<file path="config.mk">
export PLATFORM = sky130hd
export DESIGN_NAME = uart_cmd_slv
export DESIGN_NICKNAME = d
export VERILOG_FILES = /design/src/rtl/uart_cmd_pkg.sv /design/src/rtl/uart_rx_byte.sv /design/src/rtl/uart_cmd_slv.sv
export SDC_FILE = /design/constraint.sdc
export NUM_CORES = 1
export LEC_CHECK = 0
export ABC_AREA = 1
export CAP_MARGIN = 20
export CORE_MARGIN = 1
export CORE_UTILIZATION = 50
export CTS_CLUSTER_DIAMETER = 30
export DETAILED_ROUTE_END_ITERATION = 16
export PLACE_DENSITY = 0.75
export SLEW_MARGIN = 25
export SYNTH_ARGS = -nofsm -noshare
export SYNTH_HDL_FRONTEND = slang
export SYNTH_SLANG_ARGS = --single-unit
</file>
<file path="constraint.sdc">
create_clock -name clk -period 5.2 [get_ports clk]
set_clock_uncertainty 0.2 [all_clocks]
set_input_delay 1.04 -clock clk [delete_from_list [all_inputs] [get_ports clk]]
set_output_delay 1.04 -clock clk [all_outputs]
set_load 0.1 [all_outputs]
</file>
<file path="src/rtl/uart_cmd_pkg.sv">
// Shared types and sizes for the UART command responder.
package uart_cmd_pkg;

   localparam int BYTE_W    = 8;
   localparam int CMD_BYTES = 3;
   localparam int CMD_W     = 24;

   typedef enum logic [1:0] {BYTE0, BYTE1, BYTE2} asm_state_t;
   typedef enum logic [1:0] {IDLE, START, DATA, STOP} tx_state_t;

endpackage

</file>
<file path="src/rtl/uart_rx_byte.sv">
// UART byte receiver: 2-flop synchronizer, start detect, mid-bit sampling,
// stop-bit framing check. rx_vld / rx_ferr / rx_start are 1-cycle pulses.
module uart_rx_byte #(
   parameter int CLKS_PER_BIT = 2604
) (
   input  logic       clk,
   input  logic       rst_n,
   input  logic       rx,
   output logic [7:0] rx_byte,
   output logic       rx_vld,
   output logic       rx_ferr,
   output logic       rx_start
);

   typedef enum logic [1:0] {R_IDLE, R_START, R_DATA, R_STOP} rx_state_t;

   localparam int CNT_W = $clog2(CLKS_PER_BIT);
   localparam logic [CNT_W-1:0] CNT_LAST  = CNT_W'(CLKS_PER_BIT - 1);
   localparam logic [CNT_W-1:0] HALF_LAST = CNT_W'(CLKS_PER_BIT/2 - 1);

   logic             rx_s1, rx_s2, rx_prev;
   rx_state_t        state;
   logic [CNT_W-1:0] cnt;
   logic [2:0]       bit_cnt;
   logic [7:0]       sh;

   // The shift register is complete and stable when rx_vld pulses.
   assign rx_byte = sh;

   // Synchronize RX; preset high so reset never looks like a start edge.
   always_ff @(posedge clk or negedge rst_n) begin
      if (!rst_n) begin
         rx_s1   <= 1'b1;
         rx_s2   <= 1'b1;
         rx_prev <= 1'b1;
      end else begin
         rx_s1   <= rx;
         rx_s2   <= rx_s1;
         rx_prev <= rx_s2;
      end
   end

   // Frame receiver: start qualify at half bit, data/stop at bit centres.
   always_ff @(posedge clk or negedge rst_n) begin
      if (!rst_n) begin
         state    <= R_IDLE;
         cnt      <= '0;
         bit_cnt  <= '0;
         sh       <= '0;
         rx_vld   <= 1'b0;
         rx_ferr  <= 1'b0;
         rx_start <= 1'b0;
      end else begin
         rx_vld   <= 1'b0;
         rx_ferr  <= 1'b0;
         rx_start <= 1'b0;
         case (state)
            R_IDLE: begin
               if (rx_prev && !rx_s2) begin
                  state    <= R_START;
                  cnt      <= '0;
                  rx_start <= 1'b1;
               end
            end
            R_START: begin
               if (cnt == HALF_LAST) begin
                  cnt <= '0;
                  // A line back high at mid-start was a glitch, not a frame.
                  if (rx_s2) begin
                     state <= R_IDLE;
                  end else begin
                     state   <= R_DATA;
                     bit_cnt <= '0;
                  end
               end else begin
                  cnt <= cnt + 1'b1;
               end
            end
            R_DATA: begin
               if (cnt == CNT_LAST) begin
                  cnt <= '0;
                  sh  <= {rx_s2, sh[7:1]};
                  if (bit_cnt == 3'd7) state <= R_STOP;
                  else                 bit_cnt <= bit_cnt + 1'b1;
               end else begin
                  cnt <= cnt + 1'b1;
               end
            end
            R_STOP: begin
               if (cnt == CNT_LAST) begin
                  state <= R_IDLE;
                  cnt   <= '0;
                  if (rx_s2) rx_vld  <= 1'b1;
                  else       rx_ferr <= 1'b1;
               end else begin
                  cnt <= cnt + 1'b1;
               end
            end
            default: state <= R_IDLE;
         endcase
      end
   end

endmodule

</file>
<file path="src/rtl/uart_cmd_slv.sv">
// UART command responder: assembles three RX bytes into a 24-bit command
// and serializes a one-byte response on TX. RX and TX are independent.
// Optional macro CMD_TIMEOUT_EN: abort a partial command after an
// inter-byte gap of TIMEOUT_BITS bit times.
module uart_cmd_slv
   import uart_cmd_pkg::*;
#(
   parameter int CLKS_PER_BIT = 2604,
   parameter int TIMEOUT_BITS = 20
) (
   input  logic              clk,
   input  logic              rst_n,
   input  logic              RX,
   output logic              TX,
   output logic [CMD_W-1:0]  cmd,
   output logic              cmd_rdy,
   input  logic              clr_cmd_rdy,
   input  logic [BYTE_W-1:0] resp,
   input  logic              send_resp,
   output logic              resp_sent,
   output logic              frm_err
);

   localparam int CNT_W = $clog2(CLKS_PER_BIT);
   localparam logic [CNT_W-1:0] CNT_LAST = CNT_W'(CLKS_PER_BIT - 1);

   // Elaboration-time guard against unusable configurations.
   if (CLKS_PER_BIT < 8 || (CLKS_PER_BIT % 2) != 0 || TIMEOUT_BITS < 1 ||
       CMD_W != CMD_BYTES * BYTE_W) begin : g_cfg_err
      $error("uart_cmd_slv: invalid parameter set");
   end

   logic [BYTE_W-1:0] rx_byte;
   logic              rx_vld, rx_ferr, rx_start;

   uart_rx_byte #(.CLKS_PER_BIT(CLKS_PER_BIT)) u_rx (
      .clk      (clk),
      .rst_n    (rst_n),
      .rx       (RX),
      .rx_byte  (rx_byte),
      .rx_vld   (rx_vld),
      .rx_ferr  (rx_ferr),
      .rx_start (rx_start)
   );

   asm_state_t               asm_state;
   logic [CMD_W-1:BYTE_W]    shadow;
   logic                     tmo_hit;

`ifdef CMD_TIMEOUT_EN
   localparam int TMO_W = $clog2(TIMEOUT_BITS * CLKS_PER_BIT + 1);
   localparam logic [TMO_W-1:0] TMO_MAX = TMO_W'(TIMEOUT_BITS * CLKS_PER_BIT);
   logic [TMO_W-1:0] tmo_cnt;

   // Inter-byte gap counter; only runs mid-command and restarts on every start bit.
   always_ff @(posedge clk or negedge rst_n) begin
      if (!rst_n)                               tmo_cnt <= '0;
      else if (asm_state == BYTE0 || rx_start)  tmo_cnt <= '0;
      else if (tmo_cnt != TMO_MAX)              tmo_cnt <= tmo_cnt + 1'b1;
   end

   assign tmo_hit = (tmo_cnt == TMO_MAX) && (asm_state != BYTE0);
`else
   assign tmo_hit = 1'b0;
`endif

   // Command assembler; cmd only moves when a full triple has arrived.
   always_ff @(posedge clk or negedge rst_n) begin
      if (!rst_n) begin
         asm_state <= BYTE0;
         shadow    <= '0;
         cmd       <= '0;
         cmd_rdy   <= 1'b0;
         frm_err   <= 1'b0;
      end else begin
         frm_err <= 1'b0;
         // Clear first so a same-cycle set below takes priority.
         if (clr_cmd_rdy || (rx_start && asm_state == BYTE0)) cmd_rdy <= 1'b0;
         if (rx_ferr) begin
            asm_state <= BYTE0;
            frm_err   <= 1'b1;
         end else if (rx_vld) begin
            case (asm_state)
               BYTE0: begin
                  shadow[23:16] <= rx_byte;
                  asm_state     <= BYTE1;
               end
               BYTE1: begin
                  shadow[15:8] <= rx_byte;
                  asm_state    <= BYTE2;
               end
               BYTE2: begin
                  cmd       <= {shadow[23:8], rx_byte};
                  cmd_rdy   <= 1'b1;
                  asm_state <= BYTE0;
               end
               default: asm_state <= BYTE0;
            endcase
         end else if (tmo_hit) begin
            asm_state <= BYTE0;
            frm_err   <= 1'b1;
         end
      end
   end

   tx_state_t         tx_state;
   logic [CNT_W-1:0]  tx_cnt;
   logic [2:0]        tx_bit;
   logic [BYTE_W-1:0] tx_sh;

   // Response serializer: start, 8 data LSB first, stop; TX is registered.
   always_ff @(posedge clk or negedge rst_n) begin
      if (!rst_n) begin
         tx_state  <= IDLE;
         tx_cnt    <= '0;
         tx_bit    <= '0;
         tx_sh     <= '0;
         TX        <= 1'b1;
         resp_sent <= 1'b0;
      end else begin
         case (tx_state)
            IDLE: begin
               TX <= 1'b1;
               if (send_resp) begin
                  tx_sh     <= resp;
                  resp_sent <= 1'b0;
                  TX        <= 1'b0;
                  tx_cnt    <= '0;
                  tx_state  <= START;
               end
            end
            START: begin
               if (tx_cnt == CNT_LAST) begin
                  tx_cnt   <= '0;
                  tx_bit   <= '0;
                  TX       <= tx_sh[0];
                  tx_sh    <= {1'b0, tx_sh[7:1]};
                  tx_state <= DATA;
               end else begin
                  tx_cnt <= tx_cnt + 1'b1;
               end
            end
            DATA: begin
               if (tx_cnt == CNT_LAST) begin
                  tx_cnt <= '0;
                  if (tx_bit == 3'd7) begin
                     TX       <= 1'b1;
                     tx_state <= STOP;
                  end else begin
                     TX     <= tx_sh[0];
                     tx_sh  <= {1'b0, tx_sh[7:1]};
                     tx_bit <= tx_bit + 1'b1;
                  end
               end else begin
                  tx_cnt <= tx_cnt + 1'b1;
               end
            end
            STOP: begin
               if (tx_cnt == CNT_LAST) begin
                  tx_cnt    <= '0;
                  resp_sent <= 1'b1;
                  tx_state  <= IDLE;
               end else begin
                  tx_cnt <= tx_cnt + 1'b1;
               end
            end
            default: tx_state <= IDLE;
         endcase
      end
   end

endmodule

</file>
==> results of run 1 <==
worst paths after layout:
path	depth (start not counted)	slack (ps)	end	start
worst max register to register	8	3040	tx_sh[6]	tx_state[0]
worst min register to register	0	170	u_rx.rx_s2	u_rx.rx_s1
min in group asynchronous	1	550	resp_sent	rst_n
max in group asynchronous	2	3250	u_rx.rx_prev	rst_n
worst max-delay path	1	1930	TX	TX
worst min-delay path	0	170	u_rx.rx_s2	u_rx.rx_s1
cell usage in the layout, fill, tap and decap left out, drive strengths merged:
cell type / count
o31ai: 1
a21oi: 9
dfrtp: 98
nand3: 27
buf: 3
inv: 58
mux2: 16
clkbuf: 9
nand3b: 1
nor3b: 1
clkdlybuf4s50: 39
ha: 12
nand4: 10
dfstp: 4
o2111ai: 1
o21bai: 1
mux2i: 7
o22ai: 4
nor2: 49
clkinv: 2
nor3: 10
nand2: 129
o21a: 1
or2: 3
xor2: 8
o21ai: 57
logic make-up after synthesis:
logic type,count (synthesis)
multiplexers,23
AND/OR/NAND/NOR,230
AO/OA/AOI/OAI,74
buffers and inverters,62
XOR/XNOR,8
flip-flops,102
adder cells (fa/ha/maj),12
flip-flops by register name (all words and copies together) (netlist names), named ones only:
register / count
TX: 1
asm_state: 2
cmd: 24
cmd_rdy: 1
frm_err: 1
resp_sent: 1
shadow: 16
tx_bit: 3
tx_cnt: 12
tx_sh: 8
tx_state: 2
u_rx.bit_cnt: 3
u_rx.cnt: 12
u_rx.rx_byte: 8
u_rx.rx_ferr: 1
u_rx.rx_prev: 1
u_rx.rx_s1: 1
u_rx.rx_s2: 1
u_rx.rx_start: 1
u_rx.rx_vld: 1
u_rx.state: 1
layout make-up:
type                            count  area share [%]
Timing Repair Buffer               42            7.62
Multi-Input combinational cell    347            35.1
Clock inverter                      7            1.55
Inverter                           53            3.67
Clock buffer                        9            2.28
Sequential cell                   102            47.2
Tap cell                          111            2.56
through the flow:
step / util, % / hold slack, ps / setup slack, ps / total power [W] / instance area [um^2]
final: 59.0 / 166 / 1930 / 0.00212 / 5420
after global routing: 59.0 / 173 / 1880 / 0.00226 / 5420
after CTS: 59.0 / 167 / 1900 / 0.00214 / 5420
after detailed placement: 56.7 / 149 / 2180 / 0.00163 / 5210
after global placement: 56.7 / 145 / 2270 / 0.00160 / 5210
after floorplan: - / 145 / 3020 / 0.00149 / 4710
layer usage:
metal  track usage (%)  share of wire (%)  vias up
met5                 0                  0        -
met4              6.79               0.59        0
met3              5.06                3.4        6
met2              34.6                 50       63
met1              26.5                 46     1761
li1                  -                  -     1755
power by group:
group | internal [W] | total [W] | leakage (nW) | switching [W]
combinational | 0.000224 | 0.000658 | 1.05 | 0.000434
clock | 0.000196 | 0.000505 | 0.106 | 0.000309
sequential | 0.000886 | 0.000956 | 1.38 | 0.0000699
total | 0.00131 | 0.00212 | 2.53 | 0.000813
==> load_flow_metrics.sql, run 1 <==
INSERT INTO impl_metrics (metric_group, metric, value, unit) VALUES
('floorplan', 'dieWidth', '99.1', 'um'),
('pwr', 'total_leakage_power', '2.53', 'nW'),
('clocking', 'cts_tree', 'yes', ''),
('critical_path', 'critPathArrivalTime', '2030', 'ps'),
('status', 'outcome', 'finished, final reports clean', ''),
('critical_path', 'maximum_fanout_encountered_on_the_critical_timing_path', '2', ''),
('yosys', 'synth.mux.area_fraction', '5.31', '%'),
('layout', 'area_taken_by_multi_input_logic_gates', '0.00191', 'mm^2'),
('clocking', 'clock-root-buffer', 'clkbuf_8', ''),
('timing', 'finalWorstPathRequiredPeriod', '3270', 'ps'),
('layout', 'finish.cell_count_without_fillers', '671', ''),
('detailed_routing', 'vias', '3585', ''),
('layout', 'final_layout_size_suffix_gt1_share', '10.9', '%'),
('global_routing', 'grt_antenna_before_repair', '0', ''),
('timing', 'clock.fmax', '306', 'MHz'),
('timing', 'hold_viol_final', '0', ''),
('detailed_routing', 'wl_per_cell', '13.6', 'um'),
('pwr', 'power.density_cell_area', '391', 'mW/mm^2'),
('yosys', 'netlist.area_leader.share', '52.0', '%'),
('critical_path', 'timing.critical_path.slowest_stage_cell', 'clkdlybuf4s50_1', ''),
('critical_path', 'critical_path_cell_list', 'clkdlybuf4s50_1', ''),
('timing', 'final_worst_path_period_share', '62.8', '%'),
('min_path', 'holdCritPathClass', 'reg -> reg', ''),
('layout', 'antennaDiodeCount', '0', ''),
('pwr', 'vdd.ir_drop.worst', '0.182', 'mV'),
('yosys', 'yosys_warnings', '0', ''),
('yosys', 'ys_top_cells_by_count', '125 x nand2_1, 98 x dfrtp_1, 53 x inv_1, 49 x o21ai_0, 47 x nor2_1', ''),
('layout', 'layout.filler_cells', '802', ''),
('yosys', 'number_of_register_bits_inferred_by_synthesis', '102', ''),
('global_routing', 'grt_overflow', '0', ''),
('detailed_routing', 'postRouteWirelength', '9100', 'um'),
('clocking', 'numCtsBuffers', '9', ''),
('yosys', 'synthMostInstantiatedCell', 'nand2_1', ''),
('clocking', 'cts-resized-gates', '0', ''),
('yosys', 'yosys-top-cells-area', 'dfrtp_1 52%, nand2_1 10%, o21ai_0 5.2%', ''),
('placement', 'place.gp.congestion', '0.838', ''),
('floorplan', 'row_count', '35', ''),
('detailed_routing', 'drt_pre_antenna_iters', '4', ''),
('critical_path', 'worst_path_dominant_cell_family', 'buffers and inverters', ''),
('yosys', 'synth_simple_gate_area_share', '21.5', '%'),
('yosys', 'synth_xor_xnor_area_share', '1.49', '%'),
('placement', 'detailedPlacementHpwl', '6550', 'um'),
('critical_path', 'worst_setup_path_start_kind', 'flop', ''),
('layout', 'finalNetCount', '580', ''),
('global_routing', 'grt_first_pass_wirelength', '16200', 'um'),
('layout', 'seqCellArea', '0.00256', 'mm^2'),
('critical_path', 'worst-endpoint-required', '3960', 'ps'),
('yosys', 'avgSynthCellArea', '9.22', 'um^2'),
('yosys', 'dominantRegCellSynth', 'dfrtp_1', ''),
('yosys', 'asyncSetResetFlopFracSynth', '100', '%'),
('timing', 'final_report_max_slew_violation_count', '0', ''),
('floorplan', 'dieArea', '0.00982', 'mm^2'),
('yosys', 'syn-instance-count', '511', ''),
('clocking', 'post_cts.repair.setup_buffers', '0', ''),
('global_routing', 'pin_count_of_the_biggest_net_entering_global_routing', '68', ''),
('global_routing', 'grt_util_all_layers', '20.6', '%'),
('detailed_routing', 'initialDrtViolationCount', '171', ''),
('floorplan', 'design.core.area', '0.00920', 'mm^2'),
('timing', 'finalSetupViolCount', '0', ''),
('yosys', 'synth_fp_nets', '536', ''),
('timing', 'rsz0062_at_grt', 'no', ''),
('layout', 'area_growth', '15.0', '%'),
('global_routing', 'vias_in_the_first_global_route', '3633', ''),
('critical_path', 'crit_type', 'reg -> out', ''),
('yosys', 'number_of_synthesized_flops_with_an_enable_pin', '0', ''),
('flow_run', 'cap_violations', '0', ''),
('yosys', 'synth_top_family_by_area', 'simple AND/OR/NAND/NOR gates', ''),
('yosys', 'synth_top_area_cell', 'dfrtp_1', ''),
('floorplan', 'initial_utilization', '51.3', '%'),
('detailed_routing', 'route.detailed.vias_per_inst', '5.34', ''),
('timing', 'worst_slew_margin_rel', '32.9', '%');
(Power assumes the default switching activity.)
==> run 2, diff against run 1 <==
Clock period 5.2 ns to 3.42 ns, I/O delays scaled along.
==> run 2 against run 1 <==
Compared with the run above:
- via count decreased by 1.6%
- clock-buffer cell count increased by 3
- sequential cell count unchanged
- setup slack got worse by 820 ps
- total power increased by 51%
- final cell count unchanged
- combinational power increased by 50%
- largest power group unchanged
- highest routed layer unchanged
==> load_flow_metrics.sql, run 2 (same netlist as run 1, synthesis figures left out) <==
INSERT INTO impl_metrics (metric_group, metric, value, unit) VALUES
('status', 'outcome', 'finished, final reports clean', ''),
('critical_path', 'worst_setup_path_start_kind', 'input pin', ''),
('global_routing', 'grt_antenna_before_repair', '0', ''),
('timing', 'final.hold.worst_slack', '140', 'ps'),
('floorplan', 'top_level_ports', '41', ''),
('critical_path', 'rr_endpoint', 'tx_sh[6]', ''),
('clocking', 'post_cts.repair.setup_buffers', '0', ''),
('detailed_routing', 'postRouteWirelength', '8740', 'um'),
('critical_path', 'critPathArrivalTime', '2350', 'ps'),
('timing', 'setup_tns', '0', 'ps'),
('critical_path', 'critical_path.max_stage_delay', '480', 'ps'),
('clocking', 'clock-root-buffer', 'clkbuf_8', ''),
('floorplan', 'initial_utilization', '51.3', '%'),
('pwr', 'cellInternalPower', '0.00205', 'W'),
('clocking', 'path_clk_slew', '100', 'ps'),
('layout', 'final_cell_mix', '125 x nand2_1, 98 x dfrtp_1, 53 x inv_1', ''),
('critical_path', 'worstSetupEndpointType', 'flop', ''),
('detailed_routing', 'vias', '3527', ''),
('clocking', 'numCtsBuffers', '9', ''),
('timing', 'finalSetupViolCount', '0', ''),
('layout', 'largest-register', 'cmd', ''),
('global_routing', 'grt_util_all_layers', '19.6', '%'),
('critical_path', 'rr_worst_depth', '8', ''),
('pwr', 'pwr-share-seq', '45.4', '%'),
('clocking', 'h-tree-depth', '3', ''),
('clocking', 'cts-resized-gates', '0', ''),
('layout', 'largest_reg_flops', '24', ''),
('global_routing', 'pin_count_of_the_biggest_net_entering_global_routing', '54', ''),
('layout', 'final_layout_size_suffix_gt1_share', '15.5', '%'),
('pwr', 'power_frac_comb', '30.8', '%'),
('placement', 'buffer_ports.inserted', '40', ''),
('pwr', 'totalPowerFinal', '0.00320', 'W'),
('floorplan', 'dieWidth', '99.1', 'um'),
('detailed_routing', 'drc_violation_count_after_routing', '0', ''),
('floorplan', 'dieArea', '0.00982', 'mm^2'),
('detailed_routing', 'initialDrtViolationCount', '175', ''),
('layout', 'fin_util', '58.2', '%'),
('critical_path', 'cp_common_cell', 'inv_1', ''),
('placement', 'dp.cells', '655', ''),
('global_routing', 'grt_first_pass_wirelength', '15300', 'um'),
('global_routing', 'grt_overflow', '0', ''),
('layout', 'area_growth', '13.6', '%'),
('timing', 'hold_viol_final', '0', ''),
('critical_path', 'maximum_fanout_encountered_on_the_critical_timing_path', '16', ''),
('timing', 'finalWorstPathRequiredPeriod', '2310', 'ps'),
('critical_path', 'worst-r2r-setup-slack', '1250', 'ps'),
('pwr', 'vdd.ir_drop.worst', '0.309', 'mV'),
('pwr', 'power.density_cell_area', '597', 'mW/mm^2'),
('floorplan', 'design.core.area', '0.00920', 'mm^2'),
('detailed_routing', 'wl_per_cell', '13.0', 'um'),
('clocking', 'clock_tree.buffer_depth', '2', ''),
('timing', 'final_report_max_slew_violation_count', '0', ''),
('pwr', 'clockPowerShare', '23.8', '%'),
('layout', 'finish.cell_count_without_fillers', '671', ''),
('critical_path', 'timing.critical_path.slowest_stage_cell', 'clkdlybuf4s50_1', ''),
('detailed_routing', 'route.detailed.vias_per_inst', '5.26', ''),
('min_path', 'holdCritPathClass', 'in -> async', ''),
('timing', 'clock.fmax', '434', 'MHz'),
('placement', 'detailedPlacementHpwl', '6250', 'um'),
('detailed_routing', 'drtAntennaViolNets', '0', ''),
('placement', 'place.gp.congestion', '0.905', ''),
('detailed_routing', 'drt_pre_antenna_iters', '4', ''),
('pwr', 'share_of_total_power_consumed_by_net_switching', '36.0', '%'),
('clocking', 'clock_sink_count', '102', ''),
('critical_path', 'worst-endpoint-required', '3460', 'ps'),
('timing', 'max_slew.worst_pin.slew', '624', 'ps'),
('pwr', 'power_switching', '0.00115', 'W'),
('timing', 'final_worst_path_period_share', '67.4', '%'),
('layout', 'layout_top_registers', 'cmd (24), shadow (16)', ''),
('floorplan', 'row_count', '35', ''),
('flow_run', 'cap_violations', '0', ''),
('critical_path', 'critical_path_cell_list', 'clkdlybuf4s50_1, inv_1, nand2_2, inv_1, a21oi_1, nand3_4, nand2_1, o21ai_2', ''),
('clocking', 'hold_buffers', '0', ''),
('floorplan', 'chipHeight', '99.1', 'um'),
('global_routing', 'vias_in_the_first_global_route', '3374', ''),
('layout', 'layout_commonest_cell', 'nand2_1', ''),
('clocking', 'cts_tree', 'yes', ''),
('timing', 'worst_slew_margin_rel', '58.4', '%'),
('clocking', 'worst_skew_pair.late_latency', '350', 'ps'),
('layout', 'antennaDiodeCount', '0', ''),
('pwr', 'total_leakage_power', '2.58', 'nW'),
('critical_path', 'rr_startpoint', 'tx_state[0]', ''),
('critical_path', 'crit_type', 'in -> reg', ''),
('timing', 'rsz0062_at_grt', 'no', ''),
('layout', 'finalNetCount', '580', '');
[run 2: cell count changes in the layout (fill, tap and decap cells not counted), sizes merged]
| cell | change |
|---|---|
| clkinvlp | +1 |
| bufinv | +1 |
| inv | -4 |
| buf | +28 |
| clkbuf | +3 |
| clkdlybuf4s50 | -28 |
| clkinv | -1 |
[run 2: worst max-delay path by stage]
| stage | from | end | slack, ps | depth (start not counted) |
|---|---|---|---|---|
| final | send_resp | tx_sh[6] | 1110 | 8 |
| after global routing | send_resp | tx_sh[6] | 1050 | 8 |
| after CTS | send_resp | tx_sh[4] | 1130 | 8 |
| after detailed placement | send_resp | tx_sh[6] | 760 | 8 |
| after global placement | send_resp | tx_sh[5] | 840 | 8 |
| after floorplan | send_resp | tx_cnt[11] | 1600 | 9 |
[run 2: critical path: cells and delay by family]
family	cells	cell delay [ps]
compound gates	2	350
simple gates	3	550
buf+inv	3	760
[run 2: area by class of cell]
| class | count | area [um^2] |
|---|---|---|
| clock buffer | 12 | 145 |
| timing repair buffer | 42 | 355 |
| sequential | 102 | 2560 |
| inverter | 53 | 199 |
| tap | 111 | 139 |
| multi-input combinational | 347 | 1910 |
| clock inverter | 4 | 55.1 |
| fill | 790 | 3840 |
[run 2: per-stage QoR]
step | cell area [um^2] | setup WS, ps
detailed placement | 5160 | 757
global placement | 5160 | 835
floorplan | 4710 | 1600
global route | 5360 | 1050
CTS | 5360 | 1130
finish | 5360 | 1110
[run 2: routing by layer]
layer  GRT usage [%]  share of wire [%]  up-vias
met2            32.4                 49       73
met4            5.88                1.1        0
met3            4.36                3.2       14
met5               0                  0        -
li1                -                  -     1749
met1            26.0                 47     1691
[run 2: power by group through the flow]
| stage | logic (W) | registers [W] | clock network, W |
|---|---|---|---|
| after CTS | 0.000992 | 0.00145 | 0.000783 |
| after global routing | 0.00111 | 0.00147 | 0.000834 |
| after floorplan | 0.000733 | 0.00153 | 0 |
| after detailed placement | 0.000988 | 0.00147 | 0 |
| final | 0.000985 | 0.00145 | 0.000759 |
| after global placement | 0.000963 | 0.00147 | 0 |
